[config.mk]
export PLATFORM = sky130hd
export DESIGN_NAME = imem_arbiter
export DESIGN_NICKNAME = d
export VERILOG_FILES = /design/src/rtl/npc_mem_pkg.sv /design/src/rtl/rr_arb2.sv /design/src/rtl/imem_arbiter.sv
export SDC_FILE = /design/constraint.sdc
export NUM_CORES = 1
export LEC_CHECK = 0
export CORE_UTILIZATION = 35
export CTS_CLUSTER_SIZE = 30
export DETAILED_ROUTE_END_ITERATION = 8
export GPL_ROUTABILITY_DRIVEN = 0
export HOLD_SLACK_MARGIN = 0.1
export PLACE_DENSITY = 0.8
export SYNTH_ARGS = -nofsm -noshare
export SYNTH_HDL_FRONTEND = slang
export SYNTH_SLANG_ARGS = --single-unit
export TNS_END_PERCENT = 5
[constraint.sdc]
create_clock -name clk -period 2 [get_ports clk]
set_input_delay 0.2 -clock clk [delete_from_list [all_inputs] [get_ports clk]]
set_output_delay 0.2 -clock clk [all_outputs]
set_load 0.01 [all_outputs]
[src/rtl/npc_mem_pkg.sv]
// Shared definitions for the instruction-memory access path: ROM geometry,
// the error fill word, arbiter state encoding, requester ids and the
// address legality check used when a request is granted.
package npc_mem_pkg;

  // Byte address of ROM word 0.
  localparam logic [31:0] IMEM_BASE  = 32'h8000_0000;
  // ROM depth in 32-bit words.
  localparam int unsigned IMEM_DEPTH = 2048;
  // Word returned instead of ROM data when an access is illegal.
  localparam logic [31:0] NOP_INST   = 32'h0000_0013;

  // IDLE: no response outstanding. BUSY: one response held for its owner.
  typedef enum logic {
    IDLE = 1'b0,
    BUSY = 1'b1
  } arb_state_t;

  // Requester id: 0 = IFU fetch (M0), 1 = LSU/debug read (M1).
  typedef logic req_id_t;
  localparam req_id_t REQ_M0 = 1'b0;
  localparam req_id_t REQ_M1 = 1'b1;

  // An access is illegal when it is not word aligned or its word offset
  // from the ROM base falls outside the ROM. The subtraction wraps, so an
  // address below the base lands on a huge offset and is rejected too.
  function automatic logic addr_err(input logic [31:0] addr,
                                    input logic [31:0] base,
                                    input logic [31:0] depth);
    logic [31:0] off;
    off = addr - base;
    return (addr[1:0] != 2'b00) || ((off >> 2) >= depth);
  endfunction

endpackage

[src/rtl/rr_arb2.sv]
// Two-way round-robin arbiter. A lone requester always wins; on contention
// the requester named by ptr wins. Whenever a grant is issued the pointer
// moves to the requester that did not win, so a loser is served next.
module rr_arb2 (
  input  logic [1:0] req,
  input  logic       ptr,
  input  logic       en,
  output logic [1:0] gnt,
  output logic       next_ptr
);

  import npc_mem_pkg::*;

  // Pick the winner and the pointer value to load if the grant is taken.
  always_comb begin
    gnt      = 2'b00;
    next_ptr = ptr;
    if (en) begin
      case (req)
        2'b01: begin
          gnt      = 2'b01;
          next_ptr = REQ_M1;
        end
        2'b10: begin
          gnt      = 2'b10;
          next_ptr = REQ_M0;
        end
        2'b11: begin
          if (ptr == REQ_M0) begin
            gnt      = 2'b01;
            next_ptr = REQ_M1;
          end else begin
            gnt      = 2'b10;
            next_ptr = REQ_M0;
          end
        end
        default: begin
          gnt      = 2'b00;
          next_ptr = ptr;
        end
      endcase
    end else begin
      gnt      = 2'b00;
      next_ptr = ptr;
    end
  end

endmodule

[src/rtl/imem_arbiter.sv]
// Shares the combinational-read instruction ROM between the IFU fetch (M0)
// and the LSU/debug read path (M1). One request is granted per cycle; the
// ROM word is captured on the grant edge and presented to the owner on the
// following cycle, held until the owner accepts it. A new grant may be
// issued in the same cycle the current response is consumed, giving one
// access per cycle when nobody stalls.
module imem_arbiter #(
  parameter logic [31:0] BASE_ADDR   = npc_mem_pkg::IMEM_BASE,
  parameter int unsigned DEPTH_WORDS = npc_mem_pkg::IMEM_DEPTH,
  parameter logic [31:0] NOP_INST    = npc_mem_pkg::NOP_INST
) (
  input  logic        clk,
  input  logic        rst_n,
  input  logic        m0_req_valid,
  output logic        m0_req_ready,
  input  logic [31:0] m0_req_addr,
  output logic        m0_rsp_valid,
  input  logic        m0_rsp_ready,
  output logic [31:0] m0_rsp_data,
  output logic        m0_rsp_err,
  input  logic        m1_req_valid,
  output logic        m1_req_ready,
  input  logic [31:0] m1_req_addr,
  output logic        m1_rsp_valid,
  input  logic        m1_rsp_ready,
  output logic [31:0] m1_rsp_data,
  output logic        m1_rsp_err,
  output logic [31:0] mem_pc,
  input  logic [31:0] mem_inst
);

  import npc_mem_pkg::*;

  localparam logic [31:0] DEPTH_W = 32'(DEPTH_WORDS);

  // Arbiter state and response registers.
  arb_state_t  state_r;
  req_id_t     owner_r;
  req_id_t     rr_ptr_r;
  logic        m0_rsp_valid_r;
  logic [31:0] m0_rsp_data_r;
  logic        m0_rsp_err_r;
  logic        m1_rsp_valid_r;
  logic [31:0] m1_rsp_data_r;
  logic        m1_rsp_err_r;

  // Grant-path signals.
  logic        owner_done_s;
  logic        can_accept_s;
  logic [1:0]  gnt_s;
  req_id_t     next_ptr_s;
  logic        grant_s;
  req_id_t     winner_s;
  logic [31:0] win_addr_s;
  logic        win_err_s;
  logic [31:0] cap_data_s;
  logic [31:0] mem_pc_s;

  // The held response is consumed this cycle when its owner is ready.
  always_comb begin
    owner_done_s = 1'b0;
    if (owner_r == REQ_M0) begin
      owner_done_s = m0_rsp_valid_r & m0_rsp_ready;
    end else begin
      owner_done_s = m1_rsp_valid_r & m1_rsp_ready;
    end
  end

  // A grant may be issued when nothing is held or the held response leaves
  // this cycle. Reset keeps the window shut so no ready escapes during it.
  always_comb begin
    can_accept_s = 1'b0;
    if (!rst_n) begin
      can_accept_s = 1'b0;
    end else if (state_r == IDLE) begin
      can_accept_s = 1'b1;
    end else begin
      can_accept_s = owner_done_s;
    end
  end

  rr_arb2 u_rr_arb2 (
    .req      ({m1_req_valid, m0_req_valid}),
    .ptr      (rr_ptr_r),
    .en       (can_accept_s),
    .gnt      (gnt_s),
    .next_ptr (next_ptr_s)
  );

  // Select the winning address, drive the ROM and form the capture value.
  always_comb begin
    grant_s = gnt_s[0] | gnt_s[1];
    if (gnt_s[1]) begin
      winner_s   = REQ_M1;
      win_addr_s = m1_req_addr;
    end else begin
      winner_s   = REQ_M0;
      win_addr_s = m0_req_addr;
    end
    win_err_s = addr_err(win_addr_s, BASE_ADDR, DEPTH_W);
    if (win_err_s) begin
      cap_data_s = NOP_INST;
    end else begin
      cap_data_s = mem_inst;
    end
    // Park the ROM address on the base when nothing is granted so the
    // ROM input does not follow idle requester addresses.
    if (grant_s) begin
      mem_pc_s = win_addr_s;
    end else begin
      mem_pc_s = BASE_ADDR;
    end
  end

  assign m0_req_ready = gnt_s[0];
  assign m1_req_ready = gnt_s[1];
  assign mem_pc       = mem_pc_s;

  assign m0_rsp_valid = m0_rsp_valid_r;
  assign m0_rsp_data  = m0_rsp_data_r;
  assign m0_rsp_err   = m0_rsp_err_r;
  assign m1_rsp_valid = m1_rsp_valid_r;
  assign m1_rsp_data  = m1_rsp_data_r;
  assign m1_rsp_err   = m1_rsp_err_r;

  // Capture the granted read for its owner, retire a consumed response, or
  // hold everything stable while the owner stalls. The non-owner's response
  // registers are kept at zero.
  always_ff @(posedge clk) begin
    if (!rst_n) begin
      state_r        <= IDLE;
      owner_r        <= REQ_M0;
      rr_ptr_r       <= REQ_M0;
      m0_rsp_valid_r <= 1'b0;
      m0_rsp_data_r  <= 32'h0000_0000;
      m0_rsp_err_r   <= 1'b0;
      m1_rsp_valid_r <= 1'b0;
      m1_rsp_data_r  <= 32'h0000_0000;
      m1_rsp_err_r   <= 1'b0;
    end else if (grant_s) begin
      state_r  <= BUSY;
      owner_r  <= winner_s;
      rr_ptr_r <= next_ptr_s;
      if (winner_s == REQ_M0) begin
        m0_rsp_valid_r <= 1'b1;
        m0_rsp_data_r  <= cap_data_s;
        m0_rsp_err_r   <= win_err_s;
        m1_rsp_valid_r <= 1'b0;
        m1_rsp_data_r  <= 32'h0000_0000;
        m1_rsp_err_r   <= 1'b0;
      end else begin
        m0_rsp_valid_r <= 1'b0;
        m0_rsp_data_r  <= 32'h0000_0000;
        m0_rsp_err_r   <= 1'b0;
        m1_rsp_valid_r <= 1'b1;
        m1_rsp_data_r  <= cap_data_s;
        m1_rsp_err_r   <= win_err_s;
      end
    end else if (owner_done_s) begin
      state_r        <= IDLE;
      m0_rsp_valid_r <= 1'b0;
      m0_rsp_data_r  <= 32'h0000_0000;
      m0_rsp_err_r   <= 1'b0;
      m1_rsp_valid_r <= 1'b0;
      m1_rsp_data_r  <= 32'h0000_0000;
      m1_rsp_err_r   <= 1'b0;
    end else begin
      state_r        <= state_r;
      owner_r        <= owner_r;
      rr_ptr_r       <= rr_ptr_r;
      m0_rsp_valid_r <= m0_rsp_valid_r;
      m0_rsp_data_r  <= m0_rsp_data_r;
      m0_rsp_err_r   <= m0_rsp_err_r;
      m1_rsp_valid_r <= m1_rsp_valid_r;
      m1_rsp_data_r  <= m1_rsp_data_r;
      m1_rsp_err_r   <= m1_rsp_err_r;
    end
  end

endmodule
# Yosys cells after proc, flatten, opt, wreduce, memory -nomap -nowiden
# Cells that the tools add are included.
[totals]
reg_bits = 71
input_bits = 102
out_inout_bits = 102
word_cells = 49
[classes]
n_addsub = 1
magnitude_cmp = 1
n_eq_ne = 3
mux = 27
bitwise_logic = 3
reduce_logical = 5
[ops]
columns = ["operator", "count"]
rows = [
  ["two-way mux 32 bit", 8],
  ["subtractor 32 bit, second input constant", 1],
  [">= comparator 30 x 12 -> 1 bit, second input constant", 1],
  ["two-way mux 1 bit", 15],
  ["one-hot mux 2 bit (3 select lines)", 1],
  ["equality test 2 bit, second input constant", 2],
  ["two-way mux 2 bit", 2],
  ["nonzero test 2 bit", 2],
  ["one-hot mux 1 bit (3 select lines)", 1],
  ["AND reduction 3 bit", 1],
  ["nonzero test 3 bit", 1],
  ["bitwise AND 1 bit", 2],
  ["equality test 2 x 1 -> 1 bit, second input constant", 1],
  ["logical OR 1 bit", 1],
  ["OR 1 bit", 1],
]

# Longest topological paths before layout
[logic_depth]
ltp_word = 12
depth_mapped = 8
ltp_nobuf = 6

# Modules after synthesis
# From an unflattened synthesis, not the netlist that was laid out.
[hier_totals]
cells_unflattened = 326
hier_area_um2 = 3055.4
[by_module_without_submodules]
columns = ["mod", "n_inst", "cells_per_inst", "area_per_inst_um2", "seq_area_each_um2"]
rows = [
  ["imem_arbiter", 1, 319, 3019.1, 1421.4],
  ["rr_arb2", 1, 7, 36.3, 0.0],
]

# Worst setup path after synthesis
# OpenSTA, ideal clock, no wires.
[synth_timing]
path_kind = "register -> output"
start = "reg m0_rsp_valid_r, in the netlist m0_rsp_valid"
end = "out mem_pc[10]"
arrival_time_ns = 1.539
required_time_ns = 1.800
setup_slack_ns = 0.261
stages_incl_launch_ff = 9
n_path_buf = 2
path_cell_list = "dfxtp_1 nand3b_1 nand3_2 nand3_2 inv_1 buf_2 buf_2 nand2_1 a21oi_1"
[synth_via]
elab_chain_cells = 7
elab_cells_between_ends = 8
classes_between = "6 x mux; 2 x bitwise"
[synth_rtl]
columns = ["item", "line_no", "rtl"]
rows = [
  ["start: declaration", "imem_arbiter.sv:40", "logic m0_rsp_valid_r;"],
  ["start signal: assignment", "imem_arbiter.sv:171", "m0_rsp_valid_r <= m0_rsp_valid_r;"],
  ["bitwise AND 1 bit *", "imem_arbiter.sv:63", "owner_done_s = m0_rsp_valid_r & m0_rsp_ready;"],
  ["two-way mux 1 bit *", "imem_arbiter.sv:62", "if (owner_r == REQ_M0) begin"],
  ["two-way mux 1 bit *", "imem_arbiter.sv:75", "end else if (state_r == IDLE) begin"],
  ["two-way mux 1 bit *", "imem_arbiter.sv:73", "if (!rst_n) begin"],
  ["two-way mux 2 bit *", "rr_arb2.sv:18", "if (en) begin"],
  ["two-way mux 32 bit or OR 1 bit (tied branches)", "imem_arbiter.sv:93, imem_arbiter.sv:92", ""],
  ["two-way mux 32 bit *", "imem_arbiter.sv:108", "if (grant_s) begin"],
  ["end: declaration", "imem_arbiter.sv:28", "output logic [31:0] mem_pc,"],
]
# Every way passes the cells marked *; elsewhere a longest branch is shown, timed or not.

# Worst setup path after layout
[layout_timing]
start = "reg owner_r"
end = "out mem_pc[20]"
[layout_via]
elab_chain_cells = 6
elab_cells_between_ends = 7
classes_between = "6 x mux; 1 x bitwise"
[layout_rtl]
columns = ["item", "line_no", "rtl"]
rows = [
  ["start: declaration", "imem_arbiter.sv:38", "req_id_t owner_r;"],
  ["start signal: assignment", "imem_arbiter.sv:142", "owner_r <= winner_s;"],
  ["start signal: assignment", "imem_arbiter.sv:169", "owner_r <= owner_r;"],
  ["two-way mux 1 bit *", "imem_arbiter.sv:62", ""],
  ["two-way mux 1 bit *", "imem_arbiter.sv:75", ""],
  ["two-way mux 1 bit *", "imem_arbiter.sv:73", ""],
  ["two-way mux 2 bit *", "rr_arb2.sv:18", ""],
  ["two-way mux 32 bit or OR 1 bit (tied branches)", "imem_arbiter.sv:93, imem_arbiter.sv:92", ""],
  ["two-way mux 32 bit *", "imem_arbiter.sv:108", ""],
]
# Marked as above.

==> flow_summary.yaml <==
yosys:
  synthArstFlopShare_pct: 0
  syn_area_um2: 2990
  yosys_warnings: 0
  synth_nets: 515
  postSynthCellCount: 413
  synth_cell_types: 31
  synth-edff-count: 0
  ys_ff_latch: 71
  ys_seq_area_share_pct: 47.53
  ys.flop_type: "dfxtp_1"
  syn_avg_cell_area_um2: 7.241
place:
  io_buffers: 203
  dpl.hpwl_um: 8428
  post-place-cells: 720
routing:
  routedWlPerCell_um: 15.52
  vias: 3766
  dr.pass1.iters: 4
  antenna_left: 0
  routed_wl_um: 11490
  drt_iter0_drc: 112
  vias_per_cell: 5.089
  drc: 0
power:
  switching_share_pct: 25.00
  power-per-cell-area_nw_per_um2: 560.9
  p_seq_share_pct: 46.0
  p_leak_nw: 2.200
  irDropWorstVdd_mv: 0.2588
  p_total_mw: 3.135
  combPwrFrac_pct: 19.3
  power_switching_uw: 783.9
  power_frac_clock_pct: 34.7
  internal_power_mw: 2.351
sta:
  setup_ws_ns: -0.01515
  setup_tns_ns: -0.02525
  relSlewSlack_pct: 54.12
  period_needed_ns: 2.015
  setup_violations: 2
  fmax_mhz: 496.2
  finalMaxSlewViolations: 0
  grt_setup_unrepaired: "true"
  fin_skew_ns: 0.01032
  hold-worst-slack_ns: 0.4350
  min_period_over_period_pct: 100.8
  final-hold-violation-count: 0
  worstMarginPinSlew_ns: 0.6882
hold_path:
  hp-class: "in2reg"
floorplanning:
  dieArea_um2: 8918
  die-height_um: 94.44
  coreArea_um2: 8258
  die-width_um: 94.44
  row_count: 33
  start_util_pct: 36.21
  ioPinCount: 204
run:
  cap_violations: 0
final_layout:
  syn2layout_area_growth_pct: 86.90
  final_nets: 734
  num_antenna_cells: 0
  layout.cells.non_filler: 740
  layout_common_cells: "169 x clkdlybuf4s50_1, 156 x nand2_1, 70 x dfxtp_1"
  drive_above_1_share_pct: 17.80
  fillCellCount: 673
  fin_util_pct: 67.68
  final_common_cell: "clkdlybuf4s50_1"
cts:
  cts_tree: "done"
  cts.path.max_buffers: 2
  ctsHoldBuffers: 0
  htree_levels: 3
  cts_sinks: 71
  root_buffer: "clkbuf_8"
  worstSkewPairLatency_ns: 0.34
  numCtsBuffers: 9
  clkSlewWorstSetupHoldPaths_ns: 0.08
setup_path:
  cp-end-kind: "primary output"
  crit_path_max_incr_delay_ns: 0.33
  path_max_fanout: 6
  crit_chain: "nand3b_1, nand3_2, nand3_4, inv_8, clkbuf_16, nand2_2, a21oi_2, buf_2"
  worstPathRequired_ns: 1.80
  path_class: "reg2out"
  cp.buffers_inverters: 3
  setup.worst_path.start_class: "flip-flop"
  cpLargestDelayFamily: "simple AND/OR/NAND/NOR gates"
  crit_slowest_cell: "dfxtp_2"
  cp.arrival_ns: 1.82
global_route:
  first_global_vias: 3666
  track_usage_pct: 24.90
  grt_pass1_wl_um: 16950
  grt_overflow: 0
  grt_max_degree: 41
  antenna_found_initial: 0
run_status:
  status: "complete, but fails checks"
  violations: "negative setup slack"
==> logic make-up after synthesis <==
group / share of synthesized area, %
AND/OR/NAND/NOR: 27.74
AO/OA/AOI/OAI: 20.00
flip-flops: 47.53
buffers and inverters: 4.728
==> final cells by class <==
class	instances	area, um^2	share of cell area, %
clock buffer	10	137.6	2.463
multi-input combinational	311	1564	27.98
timing repair buffer	235	2263	40.50
inverter	4	22.52	0.4030
clock inverter	4	47.55	0.8507
sequential	71	1423	25.45
tap	105	131.4	2.351
==> stage by stage <==
stage	cell area (um^2)	setup WS, ns
floorplan	2990	0.2615
global placement	5304	-0.2896
detailed placement	5304	-0.3292
CTS	5425	-0.09069
global route	5589	-0.1066
finish	5589	-0.01515
==> metal layers <==
metal / share of wire, % / routed length [um] / track usage, % / up-vias
met1: 37 / 4220 / 24.89 / 1713
li1: - / - / - / 1819
met2: 50 / 5797 / 45.35 / 198
met5: 0 / 0 / 0 / -
met4: 3.8 / 441 / 14.49 / 0
met3: 8.9 / 1028 / 7.568 / 36
==> worst min-delay path: stages <==
cell and delay [ns]:
clkdlybuf4s50_1 0.40, nand2_1 0.08, o21ai_1 0.05
==> sequential cells by signal (all words and copies together) (netlist names) <==
name / count
m0_rsp_data: 32
m1_rsp_data: 32
m0_rsp_err: 1
m0_rsp_valid: 1
m1_rsp_err: 1
m1_rsp_valid: 1
owner_r: 1
rr_ptr_r: 1
state_r: 1
==> timing repair <==
item	in CTS	in global routing
buffers inserted	0	2
gates cloned	0	4
pin swaps	2	8
gates resized for setup	112	63
endpoints found under the setup margin	34	31
endpoints found under the hold margin	0	0
==> path summary, 6_finish.rpt <==
path                                  end  cells after the start  slack (ns)                         start
max                            mem_pc[20]                      8       -0.02          owner_r$_SDFFE_PN0N_
min reg2reg  m1_rsp_data[17]$_SDFFE_PN0P_                      2        0.43  m1_rsp_data[17]$_SDFFE_PN0P_
min          m1_rsp_data[31]$_SDFFE_PN0P_                      3        0.43                  mem_inst[31]
max reg2reg   m0_rsp_data[0]$_SDFFE_PN0P_                      7        0.16          owner_r$_SDFFE_PN0N_
==> power groups by stage <==
stage	Clock [mW]	Sequential, mW	Combinational (mW)
detailed placement	0	1.47	0.578
finish	1.09	1.44	0.606
floorplan	0	1.48	0.183
CTS	1.13	1.44	0.561
global route	1.18	1.44	0.648
global placement	0	1.47	0.570
==> Yosys cell counts, drive strengths merged (2+ instances only) <==
master	instances	area (um^2)
nand3	4	30.03
nor3	3	20.02
nor4b	2	23.77
inv	3	11.26
nand4	2	12.51
and2	2	12.51
nand3b	3	22.52
buf	12	68.82
clkbuf	15	57.55
nand2	161	604.3
nor4	6	37.54
nor2	9	33.78
a21oi	46	230.2
o21ai	65	325.3
dfxtp	71	1421
Note: power is estimated with default switching activity, not from simulation.
